**src/rtl/gpu_ram_pkg.sv**
```systemverilog
// Shared constants and types for the GPU local-RAM block-transfer engine.
package gpu_ram_pkg;

    localparam int GPU_RAM_AW     = 10;
    localparam int GPU_RAM_DW     = 32;
    localparam int GPU_RAM_RD_LAT = 1;

    typedef logic [1:0] state_t;

    localparam state_t ST_IDLE = 2'd0;
    localparam state_t ST_LOAD = 2'd1;
    localparam state_t ST_DUMP = 2'd2;
    localparam state_t ST_FIN  = 2'd3;

    typedef enum logic {
        DIR_LOAD = 1'b0,
        DIR_DUMP = 1'b1
    } dir_e;

endpackage

```
**src/rtl/gpu_ram_dma_fifo2.sv**
```systemverilog
// Two-entry fall-through FIFO used as the dump-path skid buffer.
// Latency: a pushed word is visible at the head in the push cycle when empty.
// Backpressure: none internally; the caller never pushes into a full FIFO without popping.
module gpu_ram_dma_fifo2
    import gpu_ram_pkg::*;
#(
    parameter int DW = GPU_RAM_DW
) (
    input  logic          sys_clk,
    input  logic          reset,
    input  logic          push,
    input  logic [DW-1:0] push_dat,
    input  logic          pop,
    output logic          vld,
    output logic [DW-1:0] head,
    output logic [1:0]    count
);

    logic [DW-1:0] mem [2];
    logic          wr_ptr;
    logic          rd_ptr;
    logic          empty;
    logic          store;
    logic          take;

    assign empty = (count == 2'd0);
    assign take  = pop && !empty;
    // A word popped in the same cycle it arrives into an empty FIFO never needs storing.
    assign store = push && !(pop && empty);
    assign vld   = !empty || push;
    assign head  = empty ? push_dat : mem[rd_ptr];

    always_ff @(posedge sys_clk) begin
        if (reset) begin
            mem[0] <= '0;
            mem[1] <= '0;
            wr_ptr <= 1'b0;
            rd_ptr <= 1'b0;
            count  <= 2'd0;
        end else begin
            if (store) begin
                mem[wr_ptr] <= push_dat;
                wr_ptr      <= !wr_ptr;
            end
            if (take) begin
                rd_ptr <= !rd_ptr;
            end
            count <= count + {1'b0, store} - {1'b0, take};
        end
    end

endmodule

```
**src/rtl/gpu_ram_dma.sv**
```systemverilog
// Block-transfer initiator: loads a word stream into GPU RAM or dumps RAM out as a stream.
// Latency: load writes in the handshake cycle; dump data appears 2 cycles after command accept.
// Backpressure: in_ready follows ram_gnt; dump reads stall when the 2-deep skid would overflow.
module gpu_ram_dma
    import gpu_ram_pkg::*;
#(
    parameter int AW = GPU_RAM_AW,
    parameter int DW = GPU_RAM_DW
) (
    input  logic          sys_clk,
    input  logic          reset,
    input  logic          cmd_valid,
    output logic          cmd_ready,
    input  logic          cmd_dir,
    input  logic [AW-1:0] cmd_addr,
    input  logic [AW:0]   cmd_len,
    input  logic [DW-1:0] in_data,
    input  logic          in_valid,
    output logic          in_ready,
    output logic [DW-1:0] out_data,
    output logic          out_valid,
    input  logic          out_ready,
    input  logic          ram_gnt,
    output logic [AW-1:0] ram_addr,
    output logic          ramen,
    output logic          gpu_memw,
    output logic [DW-1:0] ram_wdata,
    input  logic [DW-1:0] ram_rdata,
    output logic          busy,
    output logic          done
);

    localparam logic [2:0] SKID_DEPTH = 3'(GPU_RAM_RD_LAT + 1);

    state_t        state;
    logic [AW-1:0] cur_addr;
    logic [AW:0]   remain;
    logic [AW:0]   issue_left;
    logic          rd_inflight;

    logic          live;
    logic          load_beat;
    logic          rd_issue;
    logic          out_pop;
    logic          fifo_vld;
    logic [DW-1:0] fifo_head;
    logic [1:0]    fifo_count;
    logic [2:0]    occupancy;
    logic [2:0]    occ_limit;

    // Outputs are gated during reset so nothing leaks before the first reset edge.
    assign live      = !reset;
    assign load_beat = live && (state == ST_LOAD) && ram_gnt && in_valid;

    assign out_valid = live && fifo_vld;
    assign out_data  = out_valid ? fifo_head : '0;
    assign out_pop   = out_valid && out_ready;

    // A slot freed by this cycle's pop can be refilled, keeping one word per cycle.
    assign occupancy = {1'b0, fifo_count} + {2'b00, rd_inflight};
    assign occ_limit = SKID_DEPTH + {2'b00, out_pop};
    assign rd_issue  = live && (state == ST_DUMP) && ram_gnt &&
                       (issue_left != '0) && (occupancy < occ_limit);

    assign cmd_ready = live && (state == ST_IDLE);
    assign in_ready  = live && (state == ST_LOAD) && ram_gnt;
    assign ramen     = load_beat || rd_issue;
    assign gpu_memw  = load_beat;
    assign ram_addr  = ramen ? cur_addr : '0;
    assign ram_wdata = load_beat ? in_data : '0;
    assign busy      = live && (state != ST_IDLE);
    assign done      = live && (state == ST_FIN);

    gpu_ram_dma_fifo2 #(
        .DW(DW)
    ) u_skid (
        .sys_clk (sys_clk),
        .reset   (reset),
        .push    (rd_inflight),
        .push_dat(ram_rdata),
        .pop     (out_pop),
        .vld     (fifo_vld),
        .head    (fifo_head),
        .count   (fifo_count)
    );

    always_ff @(posedge sys_clk) begin
        if (reset) begin
            state       <= ST_IDLE;
            cur_addr    <= '0;
            remain      <= '0;
            issue_left  <= '0;
            rd_inflight <= 1'b0;
        end else begin
            rd_inflight <= rd_issue;
            case (state)
                ST_IDLE: begin
                    if (cmd_valid) begin
                        cur_addr   <= cmd_addr;
                        remain     <= cmd_len;
                        issue_left <= cmd_len;
                        if (cmd_len == '0) begin
                            state <= ST_FIN;
                        end else if (cmd_dir == DIR_DUMP) begin
                            state <= ST_DUMP;
                        end else begin
                            state <= ST_LOAD;
                        end
                    end
                end
                ST_LOAD: begin
                    if (load_beat) begin
                        cur_addr <= cur_addr + AW'(1);
                        remain   <= remain - (AW+1)'(1);
                        if (remain == (AW+1)'(1)) begin
                            state <= ST_FIN;
                        end
                    end
                end
                ST_DUMP: begin
                    if (rd_issue) begin
                        cur_addr   <= cur_addr + AW'(1);
                        issue_left <= issue_left - (AW+1)'(1);
                    end
                    if (out_pop) begin
                        remain <= remain - (AW+1)'(1);
                        if (remain == (AW+1)'(1)) begin
                            state <= ST_FIN;
                        end
                    end
                end
                ST_FIN: begin
                    state <= ST_IDLE;
                end
                default: begin
                    state <= ST_IDLE;
                end
            endcase
        end
    end

endmodule
```
**config.mk**
```make
export PLATFORM = sky130hd
export DESIGN_NAME = gpu_ram_dma
export DESIGN_NICKNAME = d
export VERILOG_FILES = /design/src/rtl/gpu_ram_pkg.sv /design/src/rtl/gpu_ram_dma_fifo2.sv /design/src/rtl/gpu_ram_dma.sv
export SDC_FILE = /design/constraint.sdc
export NUM_CORES = 1
export LEC_CHECK = 0
export CORE_UTILIZATION = 52
export CTS_BUF_LIST = sky130_fd_sc_hd__clkbuf_16
export CTS_CLUSTER_SIZE = 14
export DETAILED_ROUTE_END_ITERATION = 10
export PLACE_DENSITY = 0.95
export SETUP_SLACK_MARGIN = 0.02
export SLEW_MARGIN = 15
export SYNTH_ARGS = -nofsm -noshare
export SYNTH_HDL_FRONTEND = slang
export SYNTH_SLANG_ARGS = --single-unit
```
**constraint.sdc**
```tcl
create_clock -name sys_clk -period 5.56 [get_ports sys_clk]
set_input_delay 0.834 -clock sys_clk [delete_from_list [all_inputs] [get_ports sys_clk]]
set_output_delay 0.834 -clock sys_clk [all_outputs]
set_load 0.005 [all_outputs]
```
==> results.ini <==
[yosys]
avgSynthCellArea_um2 = 9.30
ys.flop_type = edfxtp_1
yosysWarnings = 0
synth_area_um2 = 6040
synth.distinct_cells = 55
synth_edf_count = 64
synth_fp_nets = 757
synth_largest_type_area_fraction_pct = 31.8
ys_ff_latch = 104
async_flop_share_pct = 0
synthCells = 650
yosysSeqAreaShare_pct = 45.1
synth_area_leader_cell = edfxtp_1
ys_top_cells_by_area = edfxtp_1 (32%), dfxtp_1 (13%), and2_1 (6.8%)

[power_and_ir_drop]
p_comb_share_pct = 38.6
switching_share_pct = 37.9
p_leak_uw = 0.00304
net-switching-power_uw = 1050
power.internal_uw = 1730
power.share.clock_pct = 21.9
power.total_uw = 2780
p_seq_share_pct = 39.5
vdd_drop_max_v = 0.000262
pwr_density_cell_nw_per_um2 = 343

[setup_path]
start_kind = primary input
path_cells = clkdlybuf4s50_1, and3b_1, and2_1, nor2_1, nor2b_1, clkdlybuf4s50_1
slowest_stage = and3b_1
crit_type = in2out
reg2reg_slack_ns = 2.51
path_max_fanout = 34
r2r_start = u_skid.count[1]
r2r_end = u_skid.mem[0][28]
r2r_cells = 3
endpoint_kind = primary output
worst_path_most_repeated_cell = clkdlybuf4s50_1
critPathMaxStageDelay_ns = 0.77
arrival_ns = 3.27
crit_required_ns = 4.73

[die]
dieArea_um2 = 12100
die_x_um = 110
design.core.area_um2 = 11400
io_pins = 173
die_y_um = 110
row_count = 39
initial_utilization_pct = 53.2

[job]
cap_violations = 0

[routing]
wl_per_cell_um = 16.8
route.detailed.drc = 0
dr_total_vias = 5499
via_per_inst = 5.86
dr.pass1.iters = 5
wirelength_mm = 15.8
ant_nets = 0
drt_iter0_drc = 416

[sta]
drv_slew = 0
setup_viol = 0
rsz0062_at_grt = false
holdWs_ns = 0.496
worstMarginPinSlew_ns = 1.14
min_period_over_period_pct = 73.7
finalSetupTns_ns = 0
finalCriticalPeriod_ns = 4.10
max_freq_mhz = 244
finClkSkew_ns = 0.00603
hold_violations = 0
relSlewSlack_pct = 23.7

[grt]
grt_pass1_vias = 5086
grtUsageMet2_pct = 44.5
grt_max_degree = 66
globalRouteOverflowTotal = 0
grt_first_pass_wirelength_mm = 24.6
antenna_found_initial = 0
gr-max-usage-layer = met2
grtUsageMet1_pct = 34.2
use_met3_pct = 3.44
globalRouteTotalUtil_pct = 26.2

[final_layout]
antenna-diode-count = 0
drive_gt1_share_pct = 4.40
register_area_um2 = 2720
syn_to_final_growth_pct = 34.0
nFillCells = 821
final_util_pct = 71.2
layout.nets = 897
multi_input_area_um2 = 3100
final_cells = 938

[clocking]
clkSinkCount = 104
cts_hold_buf = 0
cts_tree = yes
root_buffer = clkbuf_16
cts_buffer_depth = 2
postCtsSetupBuffers = 0
numCtsBuffers = 9
htree_levels = 3
cts-resized-gates = 0
insertion_delay_ns = 0.35
clk_pin_slew_ns = 0.07

[worst_hold_path]
min_from = remain[10]
hold_end = remain[10]
holdPathStages = 2
min_path_type = reg2reg

[status]
outcome = finished, final reports clean

[place]
dp.cells = 922
place.detailed.hpwl_mm = 11.0
port_buffers = 172
place.gp.congestion = 0.870

## power by group through the flow
stage	clock (uW)	sequential, uW	combinational (uW)
global route	652	1110	1190
global placement	0	1090	1000
detailed placement	0	1100	1050
floorplan	0	1060	758
CTS	618	1090	1060
finish	609	1100	1070
## state kept, by name (all words and copies together), names as in the netlist, named ones only
signal / cells
u_skid.mem: 64
issue_left: 11
remain: 11
cur_addr: 10
state: 2
u_skid.count: 2
rd_inflight: 1
u_skid.rd_ptr: 1
u_skid.wr_ptr: 1
## worst max-delay path, delay by kind of cell
family | cells | cell delay, ns
buffers and inverters | 2 | 1.03
and+or+nand+nor | 4 | 1.40
## cells by family after synthesis
group           Yosys count  share of synthesized area, %
compound gates          134                          14.4
xor+xnor                  7                          1.01
fa+ha+maj                15                          3.11
buf+inv                  63                          4.02
flops                   104                          45.1
mux                      38                          6.31
simple gates            289                          26.1
## layer usage
metal	routed length [um]	part of all wire [%]	vias up
met2	7860	50	236
met4	239	1.5	0
met1	6620	42	2622
li1	-	-	2618
met3	1050	6.7	23
met5	0	0	-
## area by class of cell
cell class                 count  share of cell area [%]
multi-input combinational    483                    38.3
sequential                   104                    33.6
tap                          143                    2.21
clock buffer                   9                    2.78
inverter                      16                   0.741
timing repair buffer         176                    21.6
clock inverter                 7                   0.757
## stage by stage
| step | setup WS, ns | area, um^2 |
|---|---|---|
| after floorplan | 2.46 | 6040 |
| after global placement | 1.65 | 7810 |
| after detailed placement | 1.53 | 7810 |
| after CTS | 1.48 | 8100 |
| after global routing | 1.22 | 8100 |
| final | 1.46 | 8100 |
## Yosys cell counts (7+ instances only)
master	n
a211oi_1	34
a21oi_1	40
and2_1	66
and3_1	36
clkbuf_1	41
dfxtp_1	40
edfxtp_1	64
ha_1	15
inv_1	15
mux2i_1	37
nand2_1	25
nand2b_1	11
nor2_1	75
nor2b_1	23
nor3_1	12
o21ai_0	25
o32ai_1	7
## worst max-delay path by stage
stage | from | to | depth (start not counted)
after CTS | state[0] | ram_addr[4] | 8
after detailed placement | out_ready | ram_addr[4] | 7
after global placement | out_ready | ram_addr[6] | 7
after global routing | state[0] | ram_addr[6] | 8
final | ram_gnt | ram_addr[4] | 6
after floorplan | reset | u_skid.mem[0][0] | 3
## cells in the final DEF (no fill, tap or decap), drive strengths merged, types with 27 or more instances in the layout
cell type	n
a211oi	35
a21oi	40
and2	66
and3	36
clkdlybuf4s50	171
dfxtp	40
edfxtp	64
mux2i	37
nor2	75
o21ai	27
(Power assumes the default switching activity.)
